`src/rtl/prio_index_decoder_if.sv`:
```
// Handshake bundle for prio_index_decoder: index stream in, decoded code out,
// plus the sticky pending/clear/error side channel.
interface prio_index_decoder_if #(
  parameter int IDX_W   = 3,
  parameter int NUM_OUT = 8
);
  logic               in_valid;
  logic               in_ready;
  logic [IDX_W-1:0]   in_idx;
  logic               out_valid;
  logic               out_ready;
  logic [NUM_OUT-1:0] out_code;
  logic [NUM_OUT-1:0] pending;
  logic [NUM_OUT-1:0] clr_mask;
  logic               err;

  modport slave (
    input  in_valid, in_idx, out_ready, clr_mask,
    output in_ready, out_valid, out_code, pending, err
  );

  modport master (
    output in_valid, in_idx, out_ready, clr_mask,
    input  in_ready, out_valid, out_code, pending, err
  );
endinterface

```
`src/rtl/prio_index_decoder.sv`:
```
// Index-to-code decoder behind a two-entry elastic buffer (OREG + SREG) with a
// sticky W1C pending mask. Define PRIO_DEC_THERMO_EN for thermometer out_code.
module prio_index_decoder #(
  parameter int IDX_W   = 3,
  parameter int NUM_OUT = 8
) (
  input  logic                 clk,
  input  logic                 rst,
  prio_index_decoder_if.slave  bus
);

  if (NUM_OUT < 2 || NUM_OUT > (1 << IDX_W)) begin : g_bad_num_out
    $error("prio_index_decoder: NUM_OUT must lie in 2..2**IDX_W");
  end

  typedef enum logic [1:0] {
    ST_EMPTY = 2'd0,
    ST_ONE   = 2'd1,
    ST_TWO   = 2'd2
  } state_e;

  localparam logic [IDX_W:0] NUM_OUT_L = (IDX_W + 1)'(NUM_OUT);

  function automatic logic [NUM_OUT-1:0] decode_onehot(input logic [IDX_W-1:0] idx);
    logic [NUM_OUT-1:0] c;
    c = '0;
    for (int k = 0; k < NUM_OUT; k++) begin
      c[k] = (idx == IDX_W'(k));
    end
    return c;
  endfunction

  function automatic logic [NUM_OUT-1:0] decode_thermo(input logic [IDX_W-1:0] idx);
    logic [NUM_OUT-1:0] c;
    c = '0;
    for (int k = 0; k < NUM_OUT; k++) begin
      c[k] = (IDX_W'(k) <= idx);
    end
    return c;
  endfunction

  state_e             state_q, state_d;
  logic [NUM_OUT-1:0] oreg_q, oreg_d;
  logic [NUM_OUT-1:0] sreg_q, sreg_d;
  logic [NUM_OUT-1:0] pending_q, pending_d;
  logic               out_valid_q, out_valid_d;
  logic               in_ready_q, in_ready_d;
  logic               err_q, err_d;

  logic               acc_s, in_range_s, push_s, pop_s;
  logic [NUM_OUT-1:0] hot_s, code_s;

  assign acc_s      = bus.in_valid & in_ready_q;
  assign in_range_s = ({1'b0, bus.in_idx} < NUM_OUT_L);
  assign push_s     = acc_s & in_range_s;
  assign pop_s      = out_valid_q & bus.out_ready;
  assign hot_s      = decode_onehot(bus.in_idx);

`ifdef PRIO_DEC_THERMO_EN
  assign code_s = decode_thermo(bus.in_idx);
`else
  assign code_s = hot_s;
`endif

  // Buffer FSM: next state, OREG/SREG loads, and the side-channel next values.
  always_comb begin
    state_d   = state_q;
    oreg_d    = oreg_q;
    sreg_d    = sreg_q;
    case (state_q)
      ST_EMPTY: begin
        if (push_s) begin
          oreg_d  = code_s;
          state_d = ST_ONE;
        end else begin
          oreg_d  = '0;
        end
      end
      ST_ONE: begin
        if (push_s && pop_s) begin
          oreg_d  = code_s;
        end else if (push_s) begin
          sreg_d  = code_s;
          state_d = ST_TWO;
        end else if (pop_s) begin
          oreg_d  = '0;
          state_d = ST_EMPTY;
        end else begin
          state_d = ST_ONE;
        end
      end
      ST_TWO: begin
        if (pop_s) begin
          oreg_d  = sreg_q;
          sreg_d  = '0;
          state_d = ST_ONE;
        end else begin
          state_d = ST_TWO;
        end
      end
      default: begin
        state_d = ST_EMPTY;
        oreg_d  = '0;
        sreg_d  = '0;
      end
    endcase
    // Set wins over clear because the new bit is OR-ed in after masking.
    pending_d   = (pending_q & ~bus.clr_mask) | (push_s ? hot_s : '0);
    err_d       = err_q | (acc_s & ~in_range_s);
    out_valid_d = (state_d != ST_EMPTY);
    in_ready_d  = (state_d != ST_TWO);
  end

  // State and output registers; all outputs come straight from flops.
  always_ff @(posedge clk or posedge rst) begin
    if (rst) begin
      state_q     <= ST_EMPTY;
      oreg_q      <= '0;
      sreg_q      <= '0;
      pending_q   <= '0;
      out_valid_q <= 1'b0;
      in_ready_q  <= 1'b0;
      err_q       <= 1'b0;
    end else begin
      state_q     <= state_d;
      oreg_q      <= oreg_d;
      sreg_q      <= sreg_d;
      pending_q   <= pending_d;
      out_valid_q <= out_valid_d;
      in_ready_q  <= in_ready_d;
      err_q       <= err_d;
    end
  end

  assign bus.in_ready  = in_ready_q;
  assign bus.out_valid = out_valid_q;
  assign bus.out_code  = oreg_q;
  assign bus.pending   = pending_q;
  assign bus.err       = err_q;

endmodule
```
`src/flat_wrapper.sv`:
```
// flat-port wrapper written by rule: the top's interface ports become plain ports
module prio_index_decoder_flat 
#(
  parameter int IDX_W   = 3,
  parameter int NUM_OUT = 8
)
  (clk, rst, bus_in_valid, bus_in_idx, bus_out_ready, bus_clr_mask, bus_in_ready, bus_out_valid, bus_out_code, bus_pending, bus_err);
  prio_index_decoder_if #(.IDX_W(IDX_W), .NUM_OUT(NUM_OUT)) bus_i ();
  input  logic clk;
  input  logic rst;
  input wire logic [$bits(bus_i.in_valid)-1:0] bus_in_valid;
  input wire logic [$bits(bus_i.in_idx)-1:0] bus_in_idx;
  input wire logic [$bits(bus_i.out_ready)-1:0] bus_out_ready;
  input wire logic [$bits(bus_i.clr_mask)-1:0] bus_clr_mask;
  output wire logic [$bits(bus_i.in_ready)-1:0] bus_in_ready;
  output wire logic [$bits(bus_i.out_valid)-1:0] bus_out_valid;
  output wire logic [$bits(bus_i.out_code)-1:0] bus_out_code;
  output wire logic [$bits(bus_i.pending)-1:0] bus_pending;
  output wire logic [$bits(bus_i.err)-1:0] bus_err;
  assign bus_i.in_valid = bus_in_valid;
  assign bus_i.in_idx = bus_in_idx;
  assign bus_i.out_ready = bus_out_ready;
  assign bus_i.clr_mask = bus_clr_mask;
  assign bus_in_ready = bus_i.in_ready;
  assign bus_out_valid = bus_i.out_valid;
  assign bus_out_code = bus_i.out_code;
  assign bus_pending = bus_i.pending;
  assign bus_err = bus_i.err;
  prio_index_decoder #(.IDX_W(IDX_W), .NUM_OUT(NUM_OUT)) u_core (.clk(clk), .rst(rst), .bus(bus_i));
endmodule
```
`config.mk`:
```
export PLATFORM = sky130hd
export DESIGN_NAME = prio_index_decoder_flat
export DESIGN_NICKNAME = d
export VERILOG_FILES = /design/src/rtl/prio_index_decoder_if.sv /design/src/rtl/prio_index_decoder.sv /design/src/flat_wrapper.sv
export SDC_FILE = /design/constraint.sdc
export NUM_CORES = 1
export LEC_CHECK = 0
export ABC_AREA = 0
export BUFFER_PORTS_ARGS = -buffer_cell sky130_fd_sc_hd__buf_2
export CAP_MARGIN = 20
export CORE_MARGIN = 2
export CORE_UTILIZATION = 55
export CTS_CLUSTER_DIAMETER = 40
export DETAILED_ROUTE_END_ITERATION = 12
export PLACE_DENSITY = 0.83
export SYNTH_ARGS = -nofsm -noshare
export SYNTH_HDL_FRONTEND = slang
export SYNTH_SLANG_ARGS = --single-unit
```
`constraint.sdc`:
```
create_clock -name clk -period 2.5 [get_ports clk]
set_input_delay 0.375 -clock clk [delete_from_list [all_inputs] [get_ports clk]]
set_output_delay 0.375 -clock clk [all_outputs]
set_load 0.02 [all_outputs]
```
==> run metrics <==
CP Capture Type=flop; Fillers=188; Post-Layout Inst Area=1480 um2; Clock Latency Late Sink=0.33 ns; Via density=6.10; RSZ-0062 raised after global routing=false; pwr/cell area=912 nW/um2; Worst Hold Class=input pin to asynchronous set/reset pin; dpl hpwl=1910 um; placer's final routability congestion estimate=0.809; die area=2780 um2; max frequency=0.607 GHz; initial DRC count=26; H-tree levels=1; Max Slew Vio Count=0; die width=52.7 um; Total Routing Usage GR=0.229; Initial Util=0.585; post-cts resize count=0; diodes inserted=0; nets@finish=160; Critical Path RT=2.76 ns; Synth Instances=114; DRC Markers=0; final worst slack=0.851 ns; Reg2Reg Depth=3; global-route wire length before repair=4530 um; Die H=52.7 um; reg2reg start=u_core.bus.out_valid$_DFF_PP0_; DRT Pass-1 Iters=4; clk slew on worst S/H paths=0.14 ns; crit-path cells=nand2_1 > a211o_1 > o21ai_0; DR vias=1,050; status=completed; Area Growth Syn to Fin=13.4%; Detail Route Antenna Nets=0; total global routing overflow=0; R2R Path End=u_core.bus.out_code[2]$_DFFE_PP0P_; Critical Path End=u_core.bus.out_code[2]$_DFFE_PP0P_; row cnt=17; Reg2Reg Setup Slack=0.85 ns; Clock Skew=0.00200 ns; FF+latch count, synth=28; leak pwr=0.705 nW; vias in the first global route=977; Synth Cell Area=1310 um2; ratio of final minimum period to clock period=0.659; Crit Path Max Fanout=21; CORE AREA=2230 um2; Buf+Inv Stages, Crit Path=0; setup TNS=0 ns; cell family with the largest share of critical-path delay=compound AO/OA/AOI/OAI gates; final hold slack=0.0756 ns; final setup violation count=0; port bufs=32; Worst-Margin Slew=0.675 ns; postcts setup bufs=0; CP Data Arrival Time=1.91 ns; Setup Crit Path Kind=flop to flop; Synth Area per Inst=11.5 um2; sequential area share after synthesis=0.536; Synth Net Count=129; Critical Path Start=u_core.bus.out_valid$_DFF_PP0_; Placed Instances=168; Slew headroom=0.549; I/O pins=34; TritonCTS clock tree=built; crit path launch type=flop; Hold Vio Cnt, Final=0; layout cells sized above 1=0.285; fin crit period=1.65 ns; largest net degree at the start of global routing=29; Max Cap Viol=0; Root Driver=clkbuf_4; TritonCTS Buffers=3; CP max-delay cell=a211o_1; Max IR drop VDD=0.542 mV; Synthesis Warnings=0; delay of the slowest critical-path stage=0.55 ns; post-place setup slack=0.828 ns; routed wire length=2750 um; critical path depth=3; Sink Count=28; Clock Tree Buf Depth=2; initial antenna violation count=0; post-synthesis cell type count=27; Wirelength per Cell=16.0 um; DP Area=1450 um2; Hold Buf Count CTS=0; Final Non-Filler Cells=172
cells by family after synthesis:
group,synth area share
compound gates,0.265
xor+xnor,0.0125
buf+inv,0.0805
flops,0.536
other cells,0.00287
simple gates,0.102
cell type report:
class                           instances  area [um2]  area share
Clock buffer                            4        36.3      0.0245
Multi-Input combinational cell         68         500       0.338
Timing Repair Buffer                   33         168       0.113
Tap cell                               28        35.0      0.0236
Inverter                               11        41.3      0.0279
Sequential cell                        28         701       0.473
layout by cell type, fill, tap and decap left out, drive strengths merged:
master / netlist / routed
or3b: 2 / 2
and4b: 2 / 2
or3: 1 / 1
o2bb2ai: 8 / 8
nand2: 3 / 3
a22o: 7 / 7
inv: 11 / 11
conb: 1 / 1
dfrtp: 28 / 28
nor2: 1 / 1
nand2b: 1 / 1
buf: 6 / 33
a32oi: 9 / 9
and3: 1 / 1
and2: 2 / 2
clkbuf: 1 / 4
o21ai: 10 / 10
a211o: 2 / 2
a21oi: 3 / 3
nand3: 2 / 2
nand4b: 1 / 1
o22ai: 8 / 8
nand3b: 3 / 3
xor2: 1 / 1
stage by stage:
| stage | power [mW] | util |
|---|---|---|
| floorplan | 1.02 | - |
| global placement | 1.11 | 0.647 |
| detailed placement | 1.14 | 0.647 |
| CTS | 1.35 | 0.663 |
| global route | 1.44 | 0.663 |
| finish | 1.35 | 0.663 |
flip-flops by register name, indices dropped and copies added (netlist names):
register and cells:
u_core.bus.pending 8, u_core.state_q 2, u_core.sreg_q 8, u_core.bus.in_ready 1, u_core.bus.out_valid 1, u_core.bus.out_code 8
worst min-delay path by stage:
stage,end,startpoint,cells after the start,slack (ns)
2_1_floorplan,u_core.bus.in_ready$_DFF_PP0_,rst,1,0.44
3_3_place_gp,u_core.bus.out_code[6]$_DFFE_PP0P_,rst,3,0.45
3_5_place_dp,u_core.bus.out_code[6]$_DFFE_PP0P_,rst,3,0.46
4_1_cts,u_core.bus.out_code[6]$_DFFE_PP0P_,rst,3,0.09
5_1_grt,u_core.bus.out_valid$_DFF_PP0_,rst,3,0.1
6_report,u_core.sreg_q[6]$_DFFE_PP0P_,rst,3,0.08
layer usage:
metal  vias to the layer above  track usage  wire length (um)
met4                         0        0.115                44
met5                         -            0                 0
met2                        56        0.356              1290
li1                        492            -                 -
met3                         6       0.0257               197
met1                       496        0.316              1210
tightest hold or removal path: cells and delay by family:
family,cells,cell delay [ns]
buffers and inverters,3,0.45
synth_stat cells:
library cell	count	share of area
or3b_1	2	0.013
and2_1	2	0.0096
and4b_1	2	0.015
o21ai_0	10	0.038
nor2_1	1	0.0029
o22ai_1	8	0.038
nand3b_1	3	0.017
a211o_1	2	0.013
clkbuf_1	1	0.0029
and3_1	1	0.0048
xor2_2	1	0.012
o2bb2ai_1	8	0.054
or3_1	1	0.0048
nand3_1	2	0.0077
nand4b_2	1	0.011
conb_1	1	0.0029
dfrtp_1	28	0.54
a22o_1	7	0.047
inv_1	11	0.032
a21oi_2	1	0.0067
nand2_2	1	0.0048
buf_4	2	0.011
nand2_1	2	0.0057
a32oi_1	9	0.060
nand2b_1	1	0.0048
buf_6	4	0.034
a21oi_1	2	0.0077
power breakdown:
group | leakage, nW | internal (mW) | switching [mW]
clock | 0.0210 | 0.0892 | 0.130
sequential | 0.372 | 0.550 | 0.104
combinational | 0.312 | 0.176 | 0.301
total | 0.705 | 0.815 | 0.536
(Power assumes the default switching activity.)
